`config.mk`:
```
export PLATFORM = sky130hd
export DESIGN_NAME = shift_register_in
export DESIGN_NICKNAME = d
export VERILOG_FILES = /design/src/rtl/shift_register_in_pkg.sv /design/src/rtl/serial_shift_in.sv /design/src/rtl/shift_register_in.sv
export SDC_FILE = /design/constraint.sdc
export NUM_CORES = 1
export LEC_CHECK = 0
export CAP_MARGIN = 20
export CORE_MARGIN = 2
export CORE_UTILIZATION = 55
export DETAILED_ROUTE_END_ITERATION = 10
export DONT_BUFFER_PORTS = 1
export PLACE_DENSITY_LB_ADDON = 0.2
export SLEW_MARGIN = 10
export SYNTH_ARGS = -nofsm -noshare
export SYNTH_HDL_FRONTEND = slang
export SYNTH_SLANG_ARGS = --single-unit
```
`constraint.sdc`:
```
create_clock -name clk -period 1.9 [get_ports clk]
set_input_delay 0.095 -clock clk [delete_from_list [all_inputs] [get_ports clk]]
set_output_delay 0.095 -clock clk [all_outputs]
set_load 0.02 [all_outputs]
```
`src/rtl/shift_register_in_pkg.sv`:
```
// Shared types and frame constants for the serial byte receiver.
package shift_register_in_pkg;

  localparam int DATA_W_DEF = 8;

  localparam logic START_BIT  = 1'b0;
  localparam logic STOP_BIT   = 1'b1;
  localparam logic IDLE_LEVEL = 1'b1;

  typedef enum logic [1:0] {
    ST_BREAK = 2'd0,
    ST_IDLE  = 2'd1,
    ST_DATA  = 2'd2,
    ST_STOP  = 2'd3
  } state_t;

endpackage

```
`src/rtl/serial_shift_in.sv`:
```
// Shift-left register: new serial bit enters at the LSB, so the first bit received ends up as the MSB.
module serial_shift_in #(
  parameter int DATA_W = 8
) (
  input  logic              clk,
  input  logic              reset,
  input  logic              i_clr,
  input  logic              i_shift,
  input  logic              i_bit,
  output logic [DATA_W-1:0] o_data
);

  logic [DATA_W-1:0] r_data;

  always_ff @(posedge clk or negedge reset) begin
    if (!reset) begin
      r_data <= '0;
    end else if (i_clr) begin
      r_data <= '0;
    end else if (i_shift) begin
      r_data <= {r_data[DATA_W-2:0], i_bit};
    end
  end

  assign o_data = r_data;

endmodule

```
`src/rtl/shift_register_in.sv`:
```
// Serial-to-parallel receiver: start bit, DATA_W bits MSB first, stop bit,
// delivered through a valid/ready holding register with framing-error and overrun pulses.
module shift_register_in
  import shift_register_in_pkg::*;
#(
  parameter int DATA_W = DATA_W_DEF
) (
  input  logic              clk,
  input  logic              reset,
  input  logic              SerialIn,
  output logic [DATA_W-1:0] OutData,
  output logic              Valid,
  input  logic              Ready,
  output logic              FrameErr,
  output logic              Overrun,
  output state_t            o_state
);

  // Handshake: a byte transfers on any rising edge where Valid=1 and Ready=1.
  // OutData never changes while Valid=1 unless that same edge consumes it.

  localparam int CNT_W = $clog2(DATA_W + 1);
  localparam logic [CNT_W-1:0] LAST_BIT = CNT_W'(DATA_W - 1);

  state_t            r_state;
  logic [CNT_W-1:0]  r_cnt;
  logic [DATA_W-1:0] r_out_data;
  logic              r_valid;
  logic              r_frame_err;
  logic              r_overrun;

  logic              w_start;
  logic              w_shift;
  logic              w_good;
  logic              w_bad;
  logic [DATA_W-1:0] w_shreg;

  assign w_start = (r_state == ST_IDLE) && (SerialIn == START_BIT);
  assign w_shift = (r_state == ST_DATA);
  assign w_good  = (r_state == ST_STOP) && (SerialIn == STOP_BIT);
  assign w_bad   = (r_state == ST_STOP) && (SerialIn != STOP_BIT);

  serial_shift_in #(
    .DATA_W (DATA_W)
  ) u_shift (
    .clk     (clk),
    .reset   (reset),
    .i_clr   (w_start),
    .i_shift (w_shift),
    .i_bit   (SerialIn),
    .o_data  (w_shreg)
  );

  always_ff @(posedge clk or negedge reset) begin
    if (!reset) begin
      r_state <= ST_BREAK;
      r_cnt   <= '0;
    end else begin
      case (r_state)
        // A low line after reset or a bad stop is not trusted as a start bit.
        ST_BREAK: if (SerialIn == IDLE_LEVEL) r_state <= ST_IDLE;
        ST_IDLE: begin
          if (w_start) begin
            r_state <= ST_DATA;
            r_cnt   <= '0;
          end
        end
        ST_DATA: begin
          r_cnt <= r_cnt + CNT_W'(1);
          if (r_cnt == LAST_BIT) r_state <= ST_STOP;
        end
        ST_STOP: r_state <= w_good ? ST_IDLE : ST_BREAK;
        default: r_state <= ST_BREAK;
      endcase
    end
  end

  always_ff @(posedge clk or negedge reset) begin
    if (!reset) begin
      r_out_data  <= '0;
      r_valid     <= 1'b0;
      r_frame_err <= 1'b0;
      r_overrun   <= 1'b0;
    end else begin
      r_frame_err <= w_bad;
      r_overrun   <= 1'b0;
      if (w_good) begin
        if (!r_valid || Ready) begin
          r_out_data <= w_shreg;
          r_valid    <= 1'b1;
        end else begin
          r_overrun <= 1'b1;
        end
      end else if (r_valid && Ready) begin
        r_valid <= 1'b0;
      end
    end
  end

  assign OutData  = r_out_data;
  assign Valid    = r_valid;
  assign FrameErr = r_frame_err;
  assign Overrun  = r_overrun;
  assign o_state  = r_state;

endmodule

```
==> results_dict.tcl <==
set metrics [dict create \
    worstMarginPinSlew_ps 475 \
    cp.arrival_ps 1900 \
    critPathLaunch "o_state[0]" \
    r2r_slack_ps 260 \
    cp-end-kind "flip-flop" \
    p_clk_share_pct 11.5 \
    clk_path_buf_depth 2 \
    p_int_uw 1260 \
    max_slew_margin_pct 68.3 \
    power.switching_uw 848 \
    reg2regPathDepth 5 \
    die_height_um 51.1 \
    htreeDepth 1 \
    cp_data_required_time_ps 2170 \
    antenna_found_initial 0 \
    peakVddDrop_mv 0.885 \
    dp_hpwl_um 1330 \
    insertedDiodeCount 0 \
    place_ws_ps 278 \
    initial_core_util_pct 56.9 \
    fp-row-count 17 \
    cap_violations 0 \
    power.density_nw_per_um2 1590 \
    cts_resized 0 \
    ys_ff_latch 25 \
    cp-endpoint "r_cnt[3]" \
    clk_latency_ps 320 \
    outcome "complete, no violations" \
    ys_seq_area_share_pct 51.2 \
    drc 0 \
    finalHoldViolCount 0 \
    switching_share_pct 40.1 \
    grt_overflow 0 \
    seq_power_share_pct 47.0 \
    drt_iter0_drc 1 \
    synth_ff_type "dfrtp_1" \
    vias 746 \
    post-cts-setup-buffers 0 \
    area_growth_pct 8.50 \
    cts_tree "built" \
    path_clk_slew_ps 130 \
    syn_nets 108 \
    crit_chain "inv_1 > ha_1 > nor2_1 > a311oi_1 > o211a_1" \
    wirelength_um 1950 \
    setup_ws_ps 263 \
    ant_nets 0 \
    yosys-top-cells-area "dfrtp_1, mux2_2, mux2i_1" \
    grt_max_degree 26 \
    fin_crit_sh_pct 86.1 \
    syn_inst 98 \
    synth_top_cell_area_share_pct 51.2 \
    setup_viol 0 \
    worstHoldPathType "input pin to flip-flop" \
    die_x_um 51.1 \
    synth_edf_count 0 \
    fin_setup_tns_ps 0 \
    cp_slowest_stage_delay_ps 470 \
    synth-async-reset-ratio_pct 100 \
    core_area_um2 2150 \
    worstPathMaxFanout 13 \
    dieArea_um2 2620 \
    routed_via_density 5.57 \
    drive_above_1_share_pct 25.5 \
    synth_top_cell_by_area "dfrtp_1" \
    fin_nets 117 \
    combinationalPowerShare_pct 41.5 \
    path_class "flip-flop to flip-flop" \
    gp_congestion 0.810 \
    holdWs_ps 64.6 \
    io_pins 17 \
    slowest_stage "ha_1" \
    hold_buffers 4 \
    r2r-start "o_state[0]" \
    drt_pre_antenna_iters 2 \
    critPathLaunchType "flip-flop" \
    yosysUniqueCellTypes 31 \
    slew_violations 0 \
    wl_per_cell_um 14.5 \
    numPortBuffers 0 \
    cts_sinks 25 \
    grt_pass1_vias 800 \
    rsz0062_at_grt "no" \
    grt_pass1_wl_um 3480 \
    skew_ps 7.38 \
    fmax_mhz 611 \
    power.leakage_uw 0.000647 \
    cts_root_buf "clkbuf_4" \
    timing.final.crit_period_ps 1640 \
    syn_area_per_cell_um2 12.5 \
    grt_usage_pct 17.9 \
    cts_buffers 3 \
    syn-cell-area_um2 1220 \
    nFillCells 158 \
    yosysWarnings 0 \
    rr_endpoint "r_cnt[3]" \
]
## layer usage
metal  global-route usage [%]  routed length (um)  vias to the layer above
li1                         -                   -                      355
met1                     23.4                 946                      375
met2                     28.8                 897                       12
met3                     4.09                  78                        4
met4                     6.76                  23                        0
met5                        0                   0                        -
## cells in the final DEF (no fill, tap or decap), drive strengths merged, types with 2 or more instances in the layout
| cell type | count |
|---|---|
| o21ai | 2 |
| inv | 3 |
| nand2 | 4 |
| dlygate4sd3 | 3 |
| dfrtp | 25 |
| nand3b | 2 |
| nor3b | 2 |
| buf | 7 |
| mux2i | 8 |
| nor2 | 11 |
| clkbuf | 3 |
| mux2 | 11 |
| and2b | 2 |
| a21oi | 3 |
| ha | 6 |
## kinds of logic (layout without fill, tap and decap cells)
logic type,count (synthesis),in the layout,share of synthesized area [%]
AOI/OAI and AO/OA,12,12,8.19
muxes,19,19,17.3
buffers and inverters,9,17,5.53
DFF,25,25,51.2
and+or+nand+nor,26,26,11.0
adders and majority gates,6,6,6.14
xor gates and xnor gates,1,1,0.717
## worst min-delay path by stage
stage             start           endpoint  depth (start not counted)
2_1_floorplan     reset           FrameErr                          0
3_3_place_gp      reset           r_cnt[3]                          0
3_5_place_dp      reset  u_shift.o_data[0]                          0
4_1_cts        SerialIn           r_cnt[2]                          3
5_1_grt        SerialIn           r_cnt[2]                          3
6_report       SerialIn           r_cnt[2]                          3
## registers in the layout, summed over array words and instances, names as in the netlist
| name | cells |
|---|---|
| FrameErr | 1 |
| OutData | 8 |
| Overrun | 1 |
| Valid | 1 |
| o_state | 2 |
| r_cnt | 4 |
| u_shift.o_data | 8 |
## synth_stat cells (2+ instances only)
library cell and n:
ha_1 6, inv_1 3, nor3b_1 2, mux2_2 8, and2b_2 2, o21ai_0 2
mux2i_1 8, mux2_4 2, dfrtp_1 25, nor2_1 11, nand3b_1 2, a21oi_2 2
nand2_1 4, buf_6 4
## final cells by class
class / instances / area [um^2] / area share (%)
multi-input cells: 64 / 529 / 39.9
inverters: 3 / 11.3 / 0.849
clock buffers: 3 / 22.5 / 1.70
flip-flops and latches: 25 / 626 / 47.2
repair buffers: 10 / 95.1 / 7.17
clock inverters: 1 / 7.51 / 0.566
well taps: 28 / 35.0 / 2.64
## through the flow
step | instance area (um^2) | instances | power (uW) | util (%)
after floorplan | 1220 | 98 | 1700 | -
after global placement | 1250 | 126 | 1830 | 58.0
after detailed placement | 1250 | 126 | 1860 | 58.0
after CTS | 1330 | 134 | 2130 | 61.7
after global routing | 1330 | 134 | 2290 | 61.7
final | 1330 | 134 | 2110 | 61.7
## worst max-delay path: cells and delay by family, from the launching register on
| family | cells | cell delay (ps) |
|---|---|---|
| simple gates | 1 | 100 |
| flops | 1 | 440 |
| buf+inv | 1 | 140 |
| fa+ha+maj | 1 | 470 |
| compound gates | 2 | 430 |
## power groups by stage
stage	Combinational (uW)	Sequential [uW]	Clock [uW]
2_1_floorplan	714	988	0
3_3_place_gp	828	997	0
3_5_place_dp	859	1010	0
4_1_cts	886	995	244
5_1_grt	992	1020	273
6_report	878	993	242
Power figures use the tool's default switching activity.
